<file path="config.mk">
export PLATFORM = sky130hd
export DESIGN_NAME = pool_window_ctrl
export DESIGN_NICKNAME = d
export VERILOG_FILES = /design/src/rtl/pool_window_ctrl_pkg.sv /design/src/rtl/pool_window_ctrl_max4.sv /design/src/rtl/pool_window_ctrl.sv
export SDC_FILE = /design/constraint.sdc
export NUM_CORES = 1
export LEC_CHECK = 0
export ABC_AREA = 1
export BUFFER_PORTS_ARGS = -buffer_cell sky130_fd_sc_hd__buf_4
export CAP_MARGIN = 25
export CORE_ASPECT_RATIO = 1.2
export CORE_MARGIN = 2
export CORE_UTILIZATION = 47
export DETAILED_ROUTE_END_ITERATION = 8
export PLACE_DENSITY = 0.74
export REMOVE_ABC_BUFFERS = 1
export SLEW_MARGIN = 40
export SYNTH_ARGS = -nofsm -noshare
export SYNTH_HDL_FRONTEND = slang
export SYNTH_HIERARCHICAL = 1
export SYNTH_SLANG_ARGS = --single-unit
</file>
<file path="constraint.sdc">
create_clock -name clk -period 6 [get_ports clk]
set_input_delay 0.6 -clock clk [delete_from_list [all_inputs] [get_ports clk]]
set_output_delay 0.6 -clock clk [all_outputs]
set_load 0.01 [all_outputs]
</file>
<file path="src/rtl/pool_window_ctrl_pkg.sv">
// -----------------------------------------------------------------------------
// pool_window_ctrl_pkg
//   Definitions shared by the 2x2 max-pooling window controller:
//     - state_t          : controller FSM state encoding
//     - *_DEFAULT        : default pixel / index widths
//     - pool_dim()       : pooled dimension for a stride-2 2x2 window (floor)
// -----------------------------------------------------------------------------
package pool_window_ctrl_pkg;

  typedef enum logic [2:0] {
    IDLE = 3'd0,
    RD   = 3'd1,
    CAP  = 3'd2,
    OUT  = 3'd3,
    FIN  = 3'd4
  } state_t;

  localparam int DATA_W_DEFAULT  = 8;
  localparam int ADDR_W_DEFAULT  = 10;
  localparam int OADDR_W_DEFAULT = 8;

  // Number of complete 2x2 windows along one axis; an odd trailing
  // row/column has no partner and is dropped.
  function automatic int pool_dim(input int n);
    return n / 2;
  endfunction

endpackage

</file>
<file path="src/rtl/pool_window_ctrl_max4.sv">
// -----------------------------------------------------------------------------
// max4_signed
//   Combinational signed maximum of four DATA_W-bit values, built as a
//   two-level comparator tree (two pairwise compares, then one final compare).
//   Ties select the equal value, so any tie resolves to the same result.
//
//   Ports
//     in0..in3 : signed DATA_W operands
//     max_out  : signed DATA_W maximum
// -----------------------------------------------------------------------------
module max4_signed
  import pool_window_ctrl_pkg::*;
#(
  parameter int DATA_W = DATA_W_DEFAULT
) (
  input  logic signed [DATA_W-1:0] in0,
  input  logic signed [DATA_W-1:0] in1,
  input  logic signed [DATA_W-1:0] in2,
  input  logic signed [DATA_W-1:0] in3,
  output logic signed [DATA_W-1:0] max_out
);

  logic signed [DATA_W-1:0] lvl0 [4];
  logic signed [DATA_W-1:0] lvl1 [2];

  assign lvl0[0] = in0;
  assign lvl0[1] = in1;
  assign lvl0[2] = in2;
  assign lvl0[3] = in3;

  genvar gi;
  generate
    for (gi = 0; gi < 2; gi++) begin : g_lvl1
      assign lvl1[gi] = (lvl0[2*gi] >= lvl0[2*gi+1]) ? lvl0[2*gi] : lvl0[2*gi+1];
    end
  endgenerate

  assign max_out = (lvl1[0] >= lvl1[1]) ? lvl1[0] : lvl1[1];

endmodule

</file>
<file path="src/rtl/pool_window_ctrl.sv">
// -----------------------------------------------------------------------------
// pool_window_ctrl
//   Walks a N_R x N_C conv-result image in 2x2 windows (stride 2), reads each
//   window from a one-cycle-latency memory, and emits the signed maximum with
//   its row-major pooled index over a valid/ready output.
//
//   Per window: RD (issue read) -> CAP (capture max) -> OUT (hold until
//   accepted). FIN pulses done for one cycle after the last window.
//
//   Ports
//     clk, rst_n              : clock, asynchronous active-low reset
//     start                   : begin one pass (only honoured in IDLE)
//     busy, done              : pass in progress / one-cycle completion pulse
//     mem_ren                 : memory read enable (one cycle per window)
//     mem_radd1, mem_radd2    : window top-left row / column
//     mem_rdata0..3           : pixels (r,c) (r,c+1) (r+1,c) (r+1,c+1),
//                               valid one cycle after mem_ren
//     out_valid, out_ready    : output handshake
//     out_data, out_addr      : pooled maximum / row-major pooled index
// -----------------------------------------------------------------------------
module pool_window_ctrl
  import pool_window_ctrl_pkg::*;
#(
  parameter int N_C     = 26,
  parameter int N_R     = 26,
  parameter int ADDR_W  = ADDR_W_DEFAULT,
  parameter int DATA_W  = DATA_W_DEFAULT,
  parameter int OADDR_W = OADDR_W_DEFAULT
) (
  input  logic                      clk,
  input  logic                      rst_n,
  input  logic                      start,
  output logic                      busy,
  output logic                      done,
  output logic                      mem_ren,
  output logic [ADDR_W-1:0]         mem_radd1,
  output logic [ADDR_W-1:0]         mem_radd2,
  input  logic signed [DATA_W-1:0]  mem_rdata0,
  input  logic signed [DATA_W-1:0]  mem_rdata1,
  input  logic signed [DATA_W-1:0]  mem_rdata2,
  input  logic signed [DATA_W-1:0]  mem_rdata3,
  output logic                      out_valid,
  input  logic                      out_ready,
  output logic signed [DATA_W-1:0]  out_data,
  output logic [OADDR_W-1:0]        out_addr
);

  localparam int PR = pool_dim(N_R);
  localparam int PC = pool_dim(N_C);

  // An image smaller than 2x2 has no windows: a pass goes straight to FIN.
  localparam bit EMPTY = (PR == 0) || (PC == 0);

  localparam logic [ADDR_W-1:0] PR_LAST = EMPTY ? '0 : ADDR_W'(PR - 1);
  localparam logic [ADDR_W-1:0] PC_LAST = EMPTY ? '0 : ADDR_W'(PC - 1);

  state_t                   state_reg, state_next;
  logic [ADDR_W-1:0]        prow_reg, prow_next;
  logic [ADDR_W-1:0]        pcol_reg, pcol_next;

  logic                     busy_reg;
  logic                     done_reg;
  logic                     mem_ren_reg;
  logic                     out_valid_reg;
  logic [ADDR_W-1:0]        mem_radd1_reg;
  logic [ADDR_W-1:0]        mem_radd2_reg;
  logic signed [DATA_W-1:0] out_data_reg;
  logic [OADDR_W-1:0]       out_addr_reg;

  logic signed [DATA_W-1:0] window_max;
  logic [OADDR_W-1:0]       window_addr;

  max4_signed #(
    .DATA_W (DATA_W)
  ) u_max4 (
    .in0     (mem_rdata0),
    .in1     (mem_rdata1),
    .in2     (mem_rdata2),
    .in3     (mem_rdata3),
    .max_out (window_max)
  );

  assign window_addr = OADDR_W'(prow_reg) * OADDR_W'(PC) + OADDR_W'(pcol_reg);

  // Next-state and counter logic
  always_comb begin
    state_next = state_reg;
    prow_next  = prow_reg;
    pcol_next  = pcol_reg;

    case (state_reg)
      IDLE: begin
        if (start) begin
          prow_next  = '0;
          pcol_next  = '0;
          state_next = EMPTY ? FIN : RD;
        end
      end

      RD:  state_next = CAP;

      CAP: state_next = OUT;

      OUT: begin
        if (out_ready) begin
          if (pcol_reg != PC_LAST) begin
            pcol_next = pcol_reg + 1'b1;
          end else begin
            pcol_next = '0;
            prow_next = prow_reg + 1'b1;
          end
          state_next = ((prow_reg == PR_LAST) && (pcol_reg == PC_LAST)) ? FIN : RD;
        end
      end

      FIN:     state_next = IDLE;

      default: state_next = IDLE;
    endcase
  end

  // Outputs are decoded from the next state and registered, so every status
  // output lines up with the state it describes and resets cleanly to 0.
  always_ff @(posedge clk or negedge rst_n) begin
    if (!rst_n) begin
      state_reg     <= IDLE;
      prow_reg      <= '0;
      pcol_reg      <= '0;
      busy_reg      <= 1'b0;
      done_reg      <= 1'b0;
      mem_ren_reg   <= 1'b0;
      out_valid_reg <= 1'b0;
      mem_radd1_reg <= '0;
      mem_radd2_reg <= '0;
      out_data_reg  <= '0;
      out_addr_reg  <= '0;
    end else begin
      state_reg     <= state_next;
      prow_reg      <= prow_next;
      pcol_reg      <= pcol_next;
      busy_reg      <= (state_next != IDLE);
      done_reg      <= (state_next == FIN);
      mem_ren_reg   <= (state_next == RD);
      out_valid_reg <= (state_next == OUT);

      // Window origin is twice the pooled coordinate; held between reads.
      if (state_next == RD) begin
        mem_radd1_reg <= {prow_next[ADDR_W-2:0], 1'b0};
        mem_radd2_reg <= {pcol_next[ADDR_W-2:0], 1'b0};
      end

      // Read data arrives during CAP (one cycle after the RD enable).
      if (state_reg == CAP) begin
        out_data_reg <= window_max;
        out_addr_reg <= window_addr;
      end
    end
  end

  assign busy      = busy_reg;
  assign done      = done_reg;
  assign mem_ren   = mem_ren_reg;
  assign out_valid = out_valid_reg;
  assign mem_radd1 = mem_radd1_reg;
  assign mem_radd2 = mem_radd2_reg;
  assign out_data  = out_data_reg;
  assign out_addr  = out_addr_reg;

endmodule

</file>
==> reports/results.ini <==
[status]
status = completed

[route]
first_pass_iters = 4
avgViaCountPerCell = 5.150
drtAntennaViolNets = 0
routed-via-count = 4347
route.detailed.wl_per_inst_um = 13.72
detailedRoute.firstIterationViolations = 245
route.final.wire_length_mm = 11.58
drt_drc_violations_left = 0

[final_layout]
filler_cell_count = 889
synth_to_layout_area_growth_pct = 21.37
proportion_of_layout_cells_with_a_drive_suffix_above_1_pct = 16.23
num-nets-final = 805
design_area_um2 = 5699
insertedDiodeCount = 0
ff_latch_area_um2 = 1526
multi_input_area_um2 = 2710

[synth]
post-synth-top-count-cell = sky130_fd_sc_hd__nand2_1
synthDistinctLibCells = 39
synth_enable_flop_cells = 0
yosys_register_bits = 61
post-synth-top-area-fraction_pct = 32.51
synth.cell_area_um2 = 4696
seq_area_frac_synth_pct = 32.51
top_cell_type_by_total_area_after_synthesis = sky130_fd_sc_hd__dfrtp_1
syn_avg_cell_area_um2 = 7.326
postSynth.asyncResetShare_pct = 100.0
synth.area.top_cells = sky130_fd_sc_hd__dfrtp_1 33%, sky130_fd_sc_hd__nand2_1 18%, sky130_fd_sc_hd__ha_1 12%
yosys_warnings = 6
synth_commonest_cells = 222 x sky130_fd_sc_hd__nand2_1, 103 x sky130_fd_sc_hd__inv_1, 61 x sky130_fd_sc_hd__dfrtp_1
synth_cells = 641
postSynth.topFlopCell = sky130_fd_sc_hd__dfrtp_1

[critical_path]
worstPathArrival_ns = 3.61
reg2reg_setup_slack_ns = 2.93
worst-setup-path-type = in2reg
reg2regPathDepth = 14
worstPathMaxFanout = 9
cp.required_ns = 6.27
critical-path-top-cell-by-count = sky130_fd_sc_hd__nand2_1
cp_slowest_cell = sky130_fd_sc_hd__ha_1
worstReg2RegStart = prow_reg[1]
timing.critical_path.cells = buf_4 > ha_1 > a21o_2 > nor2_1 > nand3_2 > nand3_4 > nand2_1 > and2_1 > ha_1 > nand2_1 > nor2_1 > nand2_1 > nand3b_1 > nand2_1 > nor2_2 > nand3_1 > nand2_1 > nand2_1 > nand2_1
critical_path.reg2reg.endpoint = out_addr[6]
timing.critical_path.from_type = input port
timing.critical_path.buf_inv = 1
worst_path_largest_cell_delay_ns = 0.34
worst_setup_path_end_kind = flip-flop
path_delay_family = simple AND/OR/NAND/NOR gates

[clock_network]
cts_setup_buffers = 0
cts_tree = built
cts.sinks = 61
worst_setup_hold_path_clk_slew_ns = 0.05
ctsHtreeMaxLevel = 3
cts-buffers-inserted = 9
post_cts.resized_instances = 0
clock_insertion_delay_worst_skew_ns = 0.34
cts.hold.buffers_added = 0
max-clock-path-buffers = 2
clock-root-buffer = sky130_fd_sc_hd__clkbuf_16

[power_and_ir_drop]
pwr-share-clk_pct = 26.8
p_sw_mw = 0.9424
power.share.combinational_pct = 45.1
power.switching_fraction_pct = 41.17
power_frac_seq_pct = 28.1
power_mw = 2.289
p_leak_nw = 3.368
worst_ir_drop_vdd_uv = 142.4
p_int_mw = 1.347
power_per_cell_area_nw_per_um2 = 401.6

[timing]
grt_setup_unrepaired = no
report.final.hold_viol_count = 0
maxSlewViolCount = 0
slew-limit-headroom_pct = 53.24
fin_skew_ns = 0.008345
layout_worst_path_cycle_share_pct = 55.56
holdWs_ns = 0.2237
fmax_mhz = 300.0
setup_total_negative_slack_ns = 0
time_the_final_worst_path_needs_with_i_o_delays_and_setup_ns = 3.333
setup_ws_final_ns = 2.667
setup-violations-final = 0
worst_pin_slew_ns = 0.7014

[floorplan]
placeable_area_um2 = 9613
pin_count = 76
initial_core_util_pct = 48.85
dieHeight_um = 113.5
die_w_um = 95.25
num_rows = 39
design.die.area_um2 = 10810

[global_routing]
first_global_vias = 4315
number_of_antenna_violations_at_the_first_check_in_global_routing = 0
grt_first_pass_wirelength_mm = 19.51
global_route.peak_usage_layer = met2
grt_use_met2_pct = 40.05
grtUsageMet3_pct = 5.218
gr-total-overflow = 0
maximum_number_of_pins_on_one_net_before_global_route_repair = 62
grt_met1_usage_pct = 27.90
grt_use_total_pct = 23.02

[placement]
buffer_ports.inserted = 73
dp.final_hpwl_mm = 9.180
dpl-instance-area_um2 = 5331
gpl.final_weighted_congestion = 0.9063
post-place-ws_ns = 2.325

[flow_run]
max_cap_violations = 0

[worst_hold_path]
worst_hold_path_type = in2async

[per-stage QoR]
step / std cells / utilization, %
after global routing: 844 / 59.29
after detailed placement: 828 / 55.46
after global placement: 828 / 55.46
after floorplan: 632 / -
final: 844 / 59.29
after CTS: 844 / 59.20
[placed cells by master (no fill, tap or decap), types with 2 or more instances in the layout]
| master | n |
|---|---|
| sky130_fd_sc_hd__o21ai_1 | 6 |
| sky130_fd_sc_hd__o21ai_0 | 9 |
| sky130_fd_sc_hd__conb_1 | 2 |
| sky130_fd_sc_hd__nand2_1 | 222 |
| sky130_fd_sc_hd__nor2_2 | 3 |
| sky130_fd_sc_hd__clkbuf_16 | 9 |
| sky130_fd_sc_hd__ha_1 | 46 |
| sky130_fd_sc_hd__nand3_2 | 5 |
| sky130_fd_sc_hd__inv_1 | 103 |
| sky130_fd_sc_hd__o22ai_1 | 2 |
| sky130_fd_sc_hd__clkbuf_8 | 2 |
| sky130_fd_sc_hd__nor2_1 | 26 |
| sky130_fd_sc_hd__inv_2 | 3 |
| sky130_fd_sc_hd__xor2_1 | 6 |
| sky130_fd_sc_hd__nand2_2 | 3 |
| sky130_fd_sc_hd__dfrtp_1 | 61 |
| sky130_fd_sc_hd__bufinv_16 | 3 |
| sky130_fd_sc_hd__fa_1 | 7 |
| sky130_fd_sc_hd__nand4_2 | 2 |
| sky130_fd_sc_hd__and2_1 | 8 |
| sky130_fd_sc_hd__nand3_1 | 48 |
| sky130_fd_sc_hd__a21oi_1 | 12 |
| sky130_fd_sc_hd__buf_4 | 72 |
| sky130_fd_sc_hd__nand2_4 | 4 |
| sky130_fd_sc_hd__nand3_4 | 3 |
| sky130_fd_sc_hd__nor3_1 | 4 |
| sky130_fd_sc_hd__a21oi_2 | 2 |
| sky130_fd_sc_hd__nand3b_1 | 5 |
| sky130_fd_sc_hd__a21o_1 | 2 |
| sky130_fd_sc_hd__nand4_1 | 28 |
| sky130_fd_sc_hd__xnor2_1 | 3 |
[power groups by stage]
stage / registers (mW) / clock network, mW / logic (mW)
final: 0.643 / 0.614 / 1.03
after global routing: 0.659 / 0.641 / 1.18
after CTS: 0.643 / 0.622 / 1.04
after detailed placement: 0.646 / 0 / 1.04
after global placement: 0.643 / 0 / 1.02
after floorplan: 0.654 / 0 / 0.656
[worst max path at each step]
stage	startpoint	to	slack [ns]	cells past startpoint
5_1_grt	mem_rdata1[7]	out_data[7]	2.34	22
4_1_cts	mem_rdata0[7]	out_data[7]	2.68	19
3_5_place_dp	mem_rdata0[7]	out_data[7]	2.32	19
2_1_floorplan	mem_rdata1[7]	out_data[0]	2.91	19
3_3_place_gp	mem_rdata3[7]	out_data[7]	2.41	21
6_report	mem_rdata0[7]	out_data[7]	2.67	19
[logic make-up after synthesis]
logic type,after synthesis,synth area share (%)
adder cells (fa/ha/maj),53,15.24
XOR/XNOR,9,1.679
flip-flops,61,32.51
buffers and inverters,116,9.965
AO/OA/AOI/OAI,38,4.637
other,1,0.07986
AND/OR/NAND/NOR,363,35.89
[routing by layer]
layer,vias to the layer above,wire length (um)
li1,2184,-
met1,2027,4821
met2,112,5961
met3,24,547
met4,0,246
met5,-,0
[cell type report]
type | count | area share [%]
flip-flops and latches | 61 | 26.78
repair buffers | 73 | 9.682
clock buffers | 11 | 4.435
inverters | 106 | 6.981
multi-input cells | 465 | 47.55
well taps | 123 | 2.700
clock inverters | 5 | 1.866
(Power assumes the default switching activity.)
